<file path="config.mk">
export PLATFORM = sky130hd
export DESIGN_NAME = uart_tx_fifo
export DESIGN_NICKNAME = d
export VERILOG_FILES = /design/src/rtl/uart_tx_fifo.sv
export SDC_FILE = /design/constraint.sdc
export NUM_CORES = 1
export LEC_CHECK = 0
export CAP_MARGIN = 25
export CORE_UTILIZATION = 40
export DETAILED_ROUTE_END_ITERATION = 8
export PLACE_DENSITY = 0.57
export SLEW_MARGIN = 5
export SYNTH_ARGS = -nofsm -noshare
export SYNTH_HDL_FRONTEND = slang
export SYNTH_SLANG_ARGS = --single-unit
</file>
<file path="constraint.sdc">
create_clock -name clk -period 4.3 [get_ports clk]
set_input_delay 1.075 -clock clk [delete_from_list [all_inputs] [get_ports clk]]
set_output_delay 1.075 -clock clk [all_outputs]
set_load 0.005 [all_outputs]
</file>
<file path="src/rtl/uart_tx_fifo.sv">
// uart_tx_fifo: byte FIFO feeding a UART serialiser (start, 8 data LSB first, optional parity, stop).
// Divider and parity settings are captured when a frame starts and stay fixed until that frame ends.
module uart_tx_fifo #(
  parameter int FIFO_DEPTH_LOG2 = 4,
  parameter int DIVIDER_WIDTH   = 16
) (
  input  logic                       clk,
  input  logic                       rst,
  input  logic                       enable,
  input  logic [DIVIDER_WIDTH-1:0]   cycles_per_bit,
  input  logic                       parity_enable,
  input  logic                       parity_odd,
  input  logic [7:0]                 data_in,
  input  logic                       data_valid,
  output logic                       data_ready,
  output logic                       tx,
  output logic                       busy,
  output logic                       fifo_empty,
  output logic                       fifo_full,
  output logic [FIFO_DEPTH_LOG2:0]   fifo_count
);

  localparam int DEPTH = 1 << FIFO_DEPTH_LOG2;
  localparam int AW    = FIFO_DEPTH_LOG2;
  localparam int CW    = FIFO_DEPTH_LOG2 + 1;
  localparam int DW    = DIVIDER_WIDTH;
  localparam logic [CW-1:0] FULL_COUNT = {1'b1, {AW{1'b0}}};

  typedef enum logic [2:0] {
    IDLE   = 3'd0,
    START  = 3'd1,
    DATA   = 3'd2,
    PARITY = 3'd3,
    STOP   = 3'd4
  } state_t;

  function automatic logic parity_bit(input logic [7:0] data, input logic odd);
    return (^data) ^ odd;
  endfunction

  // Timer reload value; a divider of zero is treated as one cycle per bit.
  function automatic logic [DW-1:0] period_m1(input logic [DW-1:0] cpb);
    logic [DW-1:0] r;
    if (cpb == {DW{1'b0}}) begin
      r = {DW{1'b0}};
    end else begin
      r = cpb - DW'(1);
    end
    return r;
  endfunction

  state_t          state_q, state_d;
  logic [DW-1:0]   timer_q, timer_d;
  logic [DW-1:0]   cpb_q, cpb_d;
  logic [2:0]      bit_idx_q, bit_idx_d;
  logic [7:0]      shift_q, shift_d;
  logic            par_bit_q, par_bit_d;
  logic            par_en_q, par_en_d;
  logic            tx_q, tx_d;
  logic            busy_q, busy_d;

  logic [7:0]      mem_q [DEPTH];
  logic [7:0]      mem_d [DEPTH];
  logic [AW-1:0]   wr_ptr_q, wr_ptr_d;
  logic [AW-1:0]   rd_ptr_q, rd_ptr_d;
  logic [CW-1:0]   count_q, count_d;
  logic            empty_q, empty_d;
  logic            full_q, full_d;

  logic            push_s;
  logic            pop_s;
  logic            bit_done_s;
  logic            start_ok_s;
  logic            frame_end_s;
  logic [7:0]      head_s;

  assign head_s = mem_q[rd_ptr_q];

  // Frame sequencer: next state, bit timer, shift register and line level.
  always_comb begin
    state_d     = state_q;
    timer_d     = timer_q;
    cpb_d       = cpb_q;
    bit_idx_d   = bit_idx_q;
    shift_d     = shift_q;
    par_bit_d   = par_bit_q;
    par_en_d    = par_en_q;
    tx_d        = tx_q;
    busy_d      = busy_q;
    pop_s       = 1'b0;
    frame_end_s = 1'b0;
    bit_done_s  = (timer_q == {DW{1'b0}});
    start_ok_s  = enable & ~empty_q;

    case (state_q)
      IDLE: begin
        frame_end_s = 1'b1;
      end
      START: begin
        if (bit_done_s) begin
          state_d   = DATA;
          timer_d   = period_m1(cpb_q);
          bit_idx_d = 3'd0;
          tx_d      = shift_q[0];
          shift_d   = {1'b0, shift_q[7:1]};
        end else begin
          timer_d = timer_q - DW'(1);
        end
      end
      DATA: begin
        if (bit_done_s) begin
          timer_d = period_m1(cpb_q);
          if (bit_idx_q == 3'd7) begin
            if (par_en_q) begin
              state_d = PARITY;
              tx_d    = par_bit_q;
            end else begin
              state_d = STOP;
              tx_d    = 1'b1;
            end
          end else begin
            bit_idx_d = bit_idx_q + 3'd1;
            tx_d      = shift_q[0];
            shift_d   = {1'b0, shift_q[7:1]};
          end
        end else begin
          timer_d = timer_q - DW'(1);
        end
      end
      PARITY: begin
        if (bit_done_s) begin
          state_d = STOP;
          timer_d = period_m1(cpb_q);
          tx_d    = 1'b1;
        end else begin
          timer_d = timer_q - DW'(1);
        end
      end
      STOP: begin
        if (bit_done_s) begin
          frame_end_s = 1'b1;
        end else begin
          timer_d = timer_q - DW'(1);
        end
      end
      default: begin
        state_d = IDLE;
        timer_d = {DW{1'b0}};
        tx_d    = 1'b1;
        busy_d  = 1'b0;
      end
    endcase

    // A finished stop bit chains straight into the next start bit when data is waiting.
    if (frame_end_s) begin
      if (start_ok_s) begin
        pop_s     = 1'b1;
        state_d   = START;
        cpb_d     = cycles_per_bit;
        par_en_d  = parity_enable;
        par_bit_d = parity_bit(head_s, parity_odd);
        shift_d   = head_s;
        timer_d   = period_m1(cycles_per_bit);
        bit_idx_d = 3'd0;
        tx_d      = 1'b0;
        busy_d    = 1'b1;
      end else begin
        state_d = IDLE;
        timer_d = {DW{1'b0}};
        tx_d    = 1'b1;
        busy_d  = 1'b0;
      end
    end else begin
      pop_s = 1'b0;
    end
  end

  // FIFO bookkeeping: storage write, pointer wrap and occupancy flags.
  always_comb begin
    push_s   = data_valid & ~full_q;
    mem_d    = mem_q;
    wr_ptr_d = wr_ptr_q;
    rd_ptr_d = rd_ptr_q;
    count_d  = count_q;

    if (push_s) begin
      mem_d[wr_ptr_q] = data_in;
      wr_ptr_d        = wr_ptr_q + AW'(1);
    end else begin
      wr_ptr_d = wr_ptr_q;
    end

    if (pop_s) begin
      rd_ptr_d = rd_ptr_q + AW'(1);
    end else begin
      rd_ptr_d = rd_ptr_q;
    end

    case ({push_s, pop_s})
      2'b10:   count_d = count_q + CW'(1);
      2'b01:   count_d = count_q - CW'(1);
      default: count_d = count_q;
    endcase

    empty_d = (count_d == {CW{1'b0}});
    full_d  = (count_d == FULL_COUNT);
  end

  // State registers; reset forces the line idle and discards queued bytes.
  always_ff @(posedge clk or negedge rst) begin
    if (!rst) begin
      state_q   <= IDLE;
      timer_q   <= {DW{1'b0}};
      cpb_q     <= {DW{1'b0}};
      bit_idx_q <= 3'd0;
      shift_q   <= 8'h00;
      par_bit_q <= 1'b0;
      par_en_q  <= 1'b0;
      tx_q      <= 1'b1;
      busy_q    <= 1'b0;
      wr_ptr_q  <= {AW{1'b0}};
      rd_ptr_q  <= {AW{1'b0}};
      count_q   <= {CW{1'b0}};
      empty_q   <= 1'b1;
      full_q    <= 1'b0;
      for (int i = 0; i < DEPTH; i++) begin
        mem_q[i] <= 8'h00;
      end
    end else begin
      state_q   <= state_d;
      timer_q   <= timer_d;
      cpb_q     <= cpb_d;
      bit_idx_q <= bit_idx_d;
      shift_q   <= shift_d;
      par_bit_q <= par_bit_d;
      par_en_q  <= par_en_d;
      tx_q      <= tx_d;
      busy_q    <= busy_d;
      wr_ptr_q  <= wr_ptr_d;
      rd_ptr_q  <= rd_ptr_d;
      count_q   <= count_d;
      empty_q   <= empty_d;
      full_q    <= full_d;
      mem_q     <= mem_d;
    end
  end

  assign tx         = tx_q;
  assign busy       = busy_q;
  assign fifo_empty = empty_q;
  assign fifo_full  = full_q;
  assign data_ready = ~full_q;
  assign fifo_count = count_q;

endmodule

</file>
==> results.toml <==
[final_layout]
area_growth_pct = 14.0
multiInputGateArea_um2 = 4770
n_antenna_cell = 0
drive_gt1_share_pct = 25.3
seqCellArea_um2 = 4830
fin_cells = 1145
fin_nets = 858
fillers = 2103

[timing]
tns_ns = 0
fmax_mhz = 265
tightest_slew_ns = 0.877
hold_viol = 0
grt_setup_unrepaired = "false"
setup_viol = 0
finalCritPeriodShare_pct = 87.9
period_minus_slack_ns = 3.78
relSlewSlack_pct = 41.5
slew_violations = 0
fin_worst_skew_ns = 0.0141

[power]
power_density_nw_per_um2 = 537
ir_drop_v = 0.000297
p_leak_uw = 0.00476
internal_power_uw = 4300
p_clk_share_pct = 27.9
p_sw_uw = 1710
comb_power_share_pct = 26.2
seqPwrFrac_pct = 45.9
swShare_pct = 28.5

[clock_network]
cts_hold_buf = 0
tritoncts = "done"
cts_buffers = 17
path_clk_slew_ns = 0.08
clk_latency_ns = 0.44
postCtsSetupRepairBufs = 0
cts_sinks = 193
clockBufferDepth = 2
root_buffer = "clkbuf_16"
htreeDepth = 4
cts_resized = 0

[yosys]
syn_area_per_cell_um2 = 12.7
yosysUniqueCellTypes = 56
yosysWarnings = 0
synth_ff_type = "dfrtp_1"
postSynthCellCount = 775
synth_edf_count = 0
yosysSeqAreaShare_pct = 49.2
synth.ff_latch_count = 193
syn_area_um2 = 9820
syn-num-nets = 820
synthArstFlopShare_pct = 100

[global_route]
grt_max_degree = 107
antenna_found_initial = 0
grt_pass1_wl_um = 36300
globalRouteTotalUtil_pct = 19.1
grt-ovfl-total = 0
grt_pass1_vias = 6622

[floorplan]
pin_count = 40
rows = 56
start_util_pct = 41.3
die_h_um = 159
core_area_um2 = 23800
die_w_um = 159
die-area_um2 = 25200

[drt]
viasPerCell = 5.50
drt-initial-drc-count = 339
drc = 0
postRouteAntennaNets = 0
wl_per_cell_um = 19.5
drtPass1Iterations = 7
drt_wl_total_um = 22300
vias = 6301

[hold_path]
hold_end = "mem_q[54]$_DFFE_PN0P_"
holdPathStages = 1
min_path_type = "reg -> reg"
worstHoldStart = "mem_q[54]$_DFFE_PN0P_"

[worst_setup_path]
start_kind = "flop"
end_kind = "flop"
reg2reg_slack_ns = 0.52
worstReg2RegStart = "timer_q[2]$_DFFE_PN0P_"
crit_fanout = 8
r2r_end = "fifo_full$_DFF_PN0_"
ff2ff_path_depth = 13
crit_type = "reg -> reg"
cp_data_arrival_time_ns = 4.14
crit_required_ns = 4.67

[place]
place_inst = 1113
place_congestion = 0.880
place_hpwl_um = 16100
io_buffers = 39

[outcome]
status = "complete, no violations"

[flow_run]
drv_cap = 0
final cells by class:
type	count	area share, %
repair buffers	53	4.53
well taps	319	3.56
multi-input cells	534	42.6
clock buffers	17	3.80
clock inverters	15	1.90
flip-flops and latches	193	43.2
inverters	14	0.469
routing by layer:
metal	GRT usage [%]	part of all wire, %	wire (um)
met1	25.2	46	10200
met4	3.94	0.95	211
met5	0	0	0
met3	3.59	3.3	735
met2	32.7	50	11100
logic make-up after synthesis:
| family | Yosys count | share of synthesized area (%) |
|---|---|---|
| AOI/OAI and AO/OA | 75 | 4.93 |
| muxes | 194 | 26.1 |
| adders and majority gates | 15 | 1.91 |
| xor gates and xnor gates | 54 | 5.38 |
| buffers and inverters | 48 | 2.27 |
| and+or+nand+nor | 196 | 10.2 |
| DFF | 193 | 49.2 |
stage by stage:
step | setup slack, ns | cell area (um^2) | power (uW) | util, % | hold WS [ns]
2_1_floorplan | 0.613 | 9820 | 3850 | - | 0.459
3_3_place_gp | 0.504 | 10500 | 4270 | 44.4 | 0.469
3_5_place_dp | 0.417 | 10600 | 4390 | 44.5 | 0.480
4_1_cts | 0.529 | 11200 | 6060 | 47.1 | 0.498
5_1_grt | 0.238 | 11200 | 6340 | 47.1 | 0.510
6_report | 0.522 | 11200 | 6010 | 47.1 | 0.492
cell usage in the layout, fill, tap and decap left out, types with 5 or more instances in the layout:
cell	n
a21oi_1	11
a22oi_1	9
buf_4	13
clkbuf_16	17
clkdlybuf4s50_1	38
dfrtp_1	190
ha_1	15
inv_1	14
mux2_1	29
mux2_2	117
mux2i_1	13
mux4_2	35
nand2_1	64
nand3_1	15
nand3b_1	5
nand4_1	5
nor2_1	36
nor2b_1	8
nor3_1	14
nor4_1	8
o21ai_0	8
o21ai_1	20
o221ai_1	9
or3_1	8
xnor2_1	28
xor2_1	22
cells in the mapped netlist (5+ instances only):
library cell	count	area [um^2]
a21oi_1	11	55.1
a22oi_1	9	67.6
buf_2	9	45.0
clkbuf_1	22	82.6
dfrtp_1	191	4780
ha_1	15	188
inv_1	14	52.6
mux2_1	29	327
mux2_2	117	1320
mux2i_1	13	130
mux4_2	35	788
nand2_1	64	240
nand3_1	15	75.1
nand3b_1	5	37.5
nand4_1	5	31.3
nor2_1	36	135
nor2b_1	8	50.1
nor3_1	14	70.1
nor4_1	8	50.1
o21ai_0	8	40.0
o21ai_1	20	100
o221ai_1	9	78.8
or3_1	8	50.1
xnor2_1	28	245
xor2_1	22	193
worst max-delay path: stages, from the launching register on:
cell and delay (ns):
dfrtp_1 0.43, or4_4 0.58, nor4_4 0.45, a21bo_1 0.22
and2_2 0.19, ha_1 0.28, xor2_1 0.11, ha_1 0.24
a21oi_1 0.17, xor2_1 0.16, nor2_1 0.07, xor2_1 0.15
or4_1 0.53, nor2b_1 0.12
worst max path at each step:
stage / from / endpoint / slack [ns] / cells after the start
6_report: timer_q[2]$_DFFE_PN0P_ / fifo_full$_DFF_PN0_ / 0.52 / 13
3_5_place_dp: enable / fifo_full$_DFF_PN0_ / 0.42 / 13
5_1_grt: timer_q[2]$_DFFE_PN0P_ / fifo_empty$_DFF_PN1_ / 0.24 / 13
4_1_cts: timer_q[2]$_DFFE_PN0P_ / fifo_full$_DFF_PN0_ / 0.53 / 13
3_3_place_gp: enable / fifo_full$_DFF_PN0_ / 0.50 / 13
2_1_floorplan: timer_q[2]$_DFFE_PN0P_ / fifo_full$_DFF_PN0_ / 0.61 / 15
power by group through the flow:
| stage | Combinational, uW | Sequential, uW | Clock (uW) |
|---|---|---|---|
| floorplan | 1170 | 2680 | 0 |
| global placement | 1540 | 2740 | 0 |
| detailed placement | 1590 | 2790 | 0 |
| CTS | 1600 | 2760 | 1710 |
| global route | 1710 | 2840 | 1790 |
| finish | 1570 | 2760 | 1680 |
registers in the layout, summed over array words and instances, names as in the netlist:
signal,count
par_bit_q,1
fifo_empty,1
par_en_q,1
wr_ptr_q,4
tx,1
rd_ptr_q,4
shift_q,8
mem_q,128
fifo_count,5
fifo_full,1
busy,1
cpb_q,16
timer_q,16
bit_idx_q,3
state_q,3
Note: power is estimated with default switching activity, not from simulation.
